File: src/rtl/out_port_display.sv
// out_port_display: captures a 32-bit port value and scans it as 8 hex digits on a common-anode 7-seg display (clock, reset, data_in, freeze -> an_n, seg_n, dp_n, captured, update_pulse)
module out_port_display #(
    parameter int unsigned REFRESH_DIV   = 50000,
    parameter int unsigned BLANK_CYCLES  = 16,
    parameter bit          BLANK_LEADING = 1'b1
) (
    input  logic        clock,
    input  logic        reset,
    input  logic [31:0] data_in,
    input  logic        freeze,
    output logic [7:0]  an_n,
    output logic [6:0]  seg_n,
    output logic        dp_n,
    output logic [31:0] captured,
    output logic        update_pulse
);
    localparam int unsigned CW = $clog2(REFRESH_DIV);
    localparam logic [CW-1:0] LAST = CW'(REFRESH_DIV - 1);
    localparam logic [CW-1:0] BLANK = CW'(BLANK_CYCLES);
    localparam logic [6:0] HEX [16] = '{
        7'h40, 7'h79, 7'h24, 7'h30, 7'h19, 7'h12, 7'h02, 7'h78,
        7'h00, 7'h10, 7'h08, 7'h03, 7'h46, 7'h21, 7'h06, 7'h0E
    };
    logic [CW-1:0] cnt;
    logic [2:0]    idx;
    logic [4:0]    sh;
    logic          blank, lead;
    logic [7:0]    an_d;
    logic [6:0]    seg_d;
    logic          dp_d;
    always_comb begin
        sh    = {idx, 2'b00};
        blank = cnt < BLANK;
        lead  = BLANK_LEADING && idx != 3'd0 && (captured >> sh) == 32'd0;
        an_d  = blank ? 8'hFF : ~(8'b1 << idx);
        seg_d = (blank || lead) ? 7'h7F : HEX[captured[sh +: 4]];
        dp_d  = !(!blank && idx == 3'd0 && freeze);
    end
    always_ff @(posedge clock or posedge reset) begin
        if (reset) begin
            cnt          <= '0;
            idx          <= '0;
            captured     <= '0;
            update_pulse <= 1'b0;
            an_n         <= 8'hFF;
            seg_n        <= 7'h7F;
            dp_n         <= 1'b1;
        end else begin
            cnt          <= (cnt == LAST) ? '0 : cnt + 1'b1;
            idx          <= (cnt == LAST) ? idx + 3'd1 : idx;
            captured     <= freeze ? captured : data_in;
            update_pulse <= !freeze && data_in != captured;
            an_n         <= an_d;
            seg_n        <= seg_d;
            dp_n         <= dp_d;
        end
    end
endmodule

File: config.mk
export PLATFORM = sky130hd
export DESIGN_NAME = out_port_display
export DESIGN_NICKNAME = d
export VERILOG_FILES = /design/src/rtl/out_port_display.sv
export SDC_FILE = /design/constraint.sdc
export NUM_CORES = 1
export LEC_CHECK = 0
export BUFFER_PORTS_ARGS = -buffer_cell sky130_fd_sc_hd__buf_2
export CORE_ASPECT_RATIO = 1.4
export CORE_MARGIN = 2
export CORE_UTILIZATION = 41
export DETAILED_ROUTE_END_ITERATION = 8
export SYNTH_ARGS = -nofsm -noshare
export SYNTH_HDL_FRONTEND = slang
export SYNTH_SLANG_ARGS = --single-unit
export TNS_END_PERCENT = 100
File: constraint.sdc
create_clock -name clock -period 8.66 [get_ports clock]
set_input_delay 1.732 -clock clock [delete_from_list [all_inputs] [get_ports clock]]
set_output_delay 1.732 -clock clock [all_outputs]
set_load 0.1 [all_outputs]
* Word-level counts from Yosys, hierarchy flattened
Memory sizes are Yosys's and may differ from the RTL's. Cells that the tools add are included.
Storage, ports and cells: bits in read-only memories 112, output and inout bits 49, register bits after elaboration 68, memories 1, input bits 35, word-level logic and storage cells 35
Operators by class: reductions and logical operators 11, shifts and indexed selects 3, eq/ne operators 2, add/sub/neg operators 2, multiplexer cells 5, $lt $le $gt $ge 2, bitwise logic cells 2
Memory list:
- (no name shown) | words 16, bits a word 7, rd ports 1, clocked after memory_dff 0, write ports 0, line 36 | seg_d = (blank || lead) ? 7'h7F : HEX[captured[sh +: 4]];
Operator list (count):
- $logic_not A32 Y1 | 1
- $ne A32 B32 Y1 | 1
- $shiftx A32 B6 Y4 | 1
- $shr A32 B5 Y32 | 1
- $mux W7 | 3
- $add A16 B1 Y16 const B | 1
- $eq A16 B16 Y1 const B | 1
- $lt A16 B5 Y1 const B | 1
- $mux W16 | 1
- $mux W8 | 1
- $not A8 Y8 | 1
- $shl A1 B3 Y8 const A | 1
- $ge A5 B5 Y1 const B | 1
- $not A4 Y5 | 1
- $logic_and A1 B1 Y1 | 4
- $add A3 B1 Y3 const B | 1
- $logic_not A1 Y1 | 3
- $logic_not A3 Y1 | 1
- $reduce_bool A3 Y1 | 1
- $logic_or A1 B1 Y1 | 1

* Longest topological paths before layout
depth after elaboration 6, gate-level depth with buffers 11, mapped depth without buffers 9

* Worst setup path before layout
OpenSTA, ideal clock, no wires.
path kind register to register, start point register captured[24], end point register seg_n[3], path buffers 0, period minus slack after synthesis 2.842 ns, cell stages (with the launch flop) 9, data arrival time 2.754 ns, setup slack 5.818 ns, data required time 8.572 ns, setup time 0.088 ns, cell sequence dfrtp_1 mux4_2 mux2i_1 inv_2 ha_1 mux2_1 nand2_1 o21ai_1 or3_1
On the way: word-level cells in the longest chain between the ends 6, elaborated cells on any way between the ends 10
Ends and longest elaborated chain:
- start: declaration | line 14 | output logic [31:0] captured,
- start signal: assignment | line 51 | captured <= freeze ? captured : data_in;
- $shiftx A32 B6 Y4 | line 36
- $not A4 Y5 (implied by the code) | line 36
- $mem_v2 Z16 W7
- $mux W7 (implied by the code) (2 in series) | line 36
- $mux W7 * | line 36
- net seg_d[3] | line 29 | logic [6:0] seg_d;
- end signal: assignment | line 54 | seg_n <= seg_d;
- end: declaration | line 12 | output logic [6:0] seg_n,
The timed path passes the listed nets; every way through them passes the cells marked *. The select of a mux whose other input is x is not followed. A chain may end at the register's enable or synchronous reset.

* Worst setup path in the final report
start point register idx[0], end point register seg_n[6]
On the way: word-level cells in the longest chain between the ends 6, elaborated cells on any way between the ends 11
Ends and longest elaborated chain:
- start: declaration | line 25 | logic [2:0] idx;
- start signal: assignment | line 50 | idx <= (cnt == LAST) ? idx + 3'd1 : idx;
- $shiftx A32 B6 Y4 | line 36
- $not A4 Y5 (implied by the code) | line 36
- $mem_v2 Z16 W7
- $mux W7 (implied by the code) (2 in series) | line 36
- $mux W7 * | line 36
- net seg_d[6] | line 29
Marked as above.

==> results.py <==
metrics = {
    "yosys": {
        "ys_seq_elements": 68,
        "synthCells": 326,
        "synth_area_leaders": "dfrtp_1, dfstp_2, mux2_2",
        "synth_common_cells": "dfrtp_1, xnor2_1, mux2_2",
        "yosysWarnings": 0,
        "synth-edff-count": 0,
        "syn_area_mm2": 0.00378,
        "synth_top_area_share_pct": 34.5,
        "syn_area_per_cell_um2": 11.6,
        "yosysTopAreaCell": "dfrtp_1",
        "yosysSeqAreaShare_pct": 45.6,
        "synthArstFlopShare_pct": 100,
        "yosysMostFrequentCell": "dfrtp_1",
        "synth_nets": 374,
        "ys_types": 46,
        "synth_ff_type": "dfrtp_1",
    },
    "critical_path": {
        "r2r_cells": 5,
        "startpoint": "idx[0]$_DFFE_PP0N_",
        "crit_required_ps": 8930,
        "arrival_ps": 3540,
        "reg2reg_to": "seg_n[6]$_DFF_PP1_",
        "reg2reg_slack_ps": 5390,
        "critPathMaxFanout": 20,
        "crit_path_end_kind": "register",
        "crit_path_start_kind": "register",
        "path_class": "register to register",
        "r2r_start": "idx[0]$_DFFE_PP0N_",
    },
    "sta": {
        "slew_headroom_pct": 39.3,
        "fin_worst_skew_ps": 9.20,
        "rsz0062_at_grt": "no",
        "fmax_mhz": 306,
        "hold_slack_ps": 502,
        "drv_slew": 0,
        "setup_violations": 0,
        "tightest_slew_ps": 910,
        "period_share_pct": 37.7,
        "finalHoldViolCount": 0,
        "setup_tns_ps": 0,
        "layout_min_cycle_time_ps": 3270,
    },
    "floorplanning": {
        "initial_utilization_pct": 42.1,
        "design.core.area_mm2": 0.00898,
        "ioPinCount": 84,
        "dieArea_mm2": 0.0100,
        "chipWidth_um": 85.1,
        "num_rows": 41,
        "die_h_um": 118,
    },
    "placed_design": {
        "post_dp_cell_area_mm2": 0.00428,
        "hpwlAfterDp_um": 6650,
        "place_congestion": 0.906,
        "io_buffers": 83,
    },
    "route": {
        "drt-total-wl_um": 8780,
        "ant_nets": 0,
        "route.detailed.drc": 0,
        "avgRoutedWirePerCell_um": 16.9,
        "drtPass1Iterations": 4,
        "via_per_inst": 5.44,
        "num_vias": 2832,
        "drt_iter0_markers": 130,
    },
    "run_status": {
        "status": "finished clean",
    },
    "cells_and_area": {
        "n_antenna_cell": 0,
        "n_fill_cell": 830,
        "final_util_pct": 51.5,
        "synthToLayoutAreaGrowth_pct": 22.3,
        "design_area_mm2": 0.00462,
        "drive_above_1_share_pct": 41.1,
        "nets": 457,
    },
    "pwr": {
        "power.density_mw_per_mm2": 229,
        "vdd_drop_max_v": 0.000167,
        "p_leak_uw": 0.00197,
        "p_total_uw": 1060,
    },
    "global_routing": {
        "antenna_found_initial": 0,
        "grtUsageTotal_pct": 19.1,
        "grt_pass1_wl_um": 14900,
        "grt_max_degree": 69,
        "grt_pass1_vias": 2933,
        "grt_overflow": 0,
    },
    "clock_tree": {
        "numClockSinks": 68,
        "clk_path_buf_depth": 2,
        "post_cts.repair.setup_buffers": 0,
        "cts_root_buffer": "clkbuf_16",
        "clk_latency_ps": 330,
        "htree_levels": 3,
        "cts_made_buffers": 9,
        "ctsResizeCount": 0,
        "cts_tree": "done",
        "clkSlewWorstSetupHoldPaths_ps": 60,
        "holdBufCountCts": 0,
    },
    "hold_path": {
        "whs_path_depth": 1,
        "min_from": "cnt[0]$_DFF_PP0_",
        "holdCritPathClass": "register to register",
        "whs_endpoint": "cnt[0]$_DFF_PP0_",
    },
    "run": {
        "maxCapViolations": 0,
    },
}
-- placed cells by master, fill, tap and decap left out, types with 3 or more instances in the layout --
cell	instances
clkbuf_16	9
mux2_2	32
dfstp_2	16
dfrtp_1	52
xor2_1	10
ha_1	13
nand2_1	19
mux2i_1	4
mux4_2	9
nand4_1	14
nand3_1	13
nor4_1	10
o22ai_1	3
a21oi_1	4
inv_1	4
nor2_1	21
buf_2	83
nor3_1	7
or3_1	9
inv_2	5
xnor2_1	38
-- worst max-delay path, stage by stage (launching register included) --
cell and delay, ps:
dfrtp_1 930, mux4_2 600, mux2i_1 690, nand2_1 270, a2111oi_4 520, or3_1 180
-- layer usage --
layer	vias to the layer above	wire length (um)	track usage, %
met5	-	0	0
met3	18	463	5.61
met4	0	281	9.03
li1	1339	-	-
met2	84	4530	31.8
met1	1391	3510	22.2
-- logic make-up after synthesis --
family | share of synthesized area (%)
and+or+nand+nor | 14.7
DFF | 45.6
xor gates and xnor gates | 11.1
muxes | 16.6
AOI/OAI and AO/OA | 5.07
buffers and inverters | 2.58
adders and majority gates | 4.31
-- cell type report --
type	count	area, um2	area share [%]
Multi-Input combinational cell	236	1960	42.5
Sequential cell	68	1720	37.3
Timing Repair Buffer	85	430	9.32
Clock buffer	11	253	5.47
Tap cell	107	134	2.90
Clock inverter	5	83.8	1.81
Inverter	9	33.8	0.731
-- power breakdown --
part	internal, uW	total [uW]	switching (uW)
clock	268	402	134
combinational	66.6	281	215
sequential	343	373	29.7
total	677	1060	379
-- stage by stage --
step / worst slack (ps) / cells
finish: 5390 / 521
global route: 5020 / 521
CTS: 5360 / 521
detailed placement: 5400 / 505
global placement: 5460 / 505
floorplan: 5240 / 326
-- registers in the layout (all words and copies together) (netlist names) --
| signal | flops |
|---|---|
| dp_n | 1 |
| seg_n | 7 |
| idx | 3 |
| cnt | 16 |
| captured | 32 |
| update_pulse | 1 |
| an_n | 8 |
-- worst max path at each step --
stage / to / slack, ps / depth (start not counted)
after floorplan: captured[0]$_DFFE_PP0N_ / 5240 / 1
after global placement: seg_n[3]$_DFF_PP1_ / 5460 / 5
after detailed placement: seg_n[6]$_DFF_PP1_ / 5400 / 5
after CTS: seg_n[6]$_DFF_PP1_ / 5360 / 5
after global routing: seg_n[1]$_DFF_PP1_ / 5020 / 5
final: seg_n[6]$_DFF_PP1_ / 5390 / 5
(Power assumes the default switching activity.)
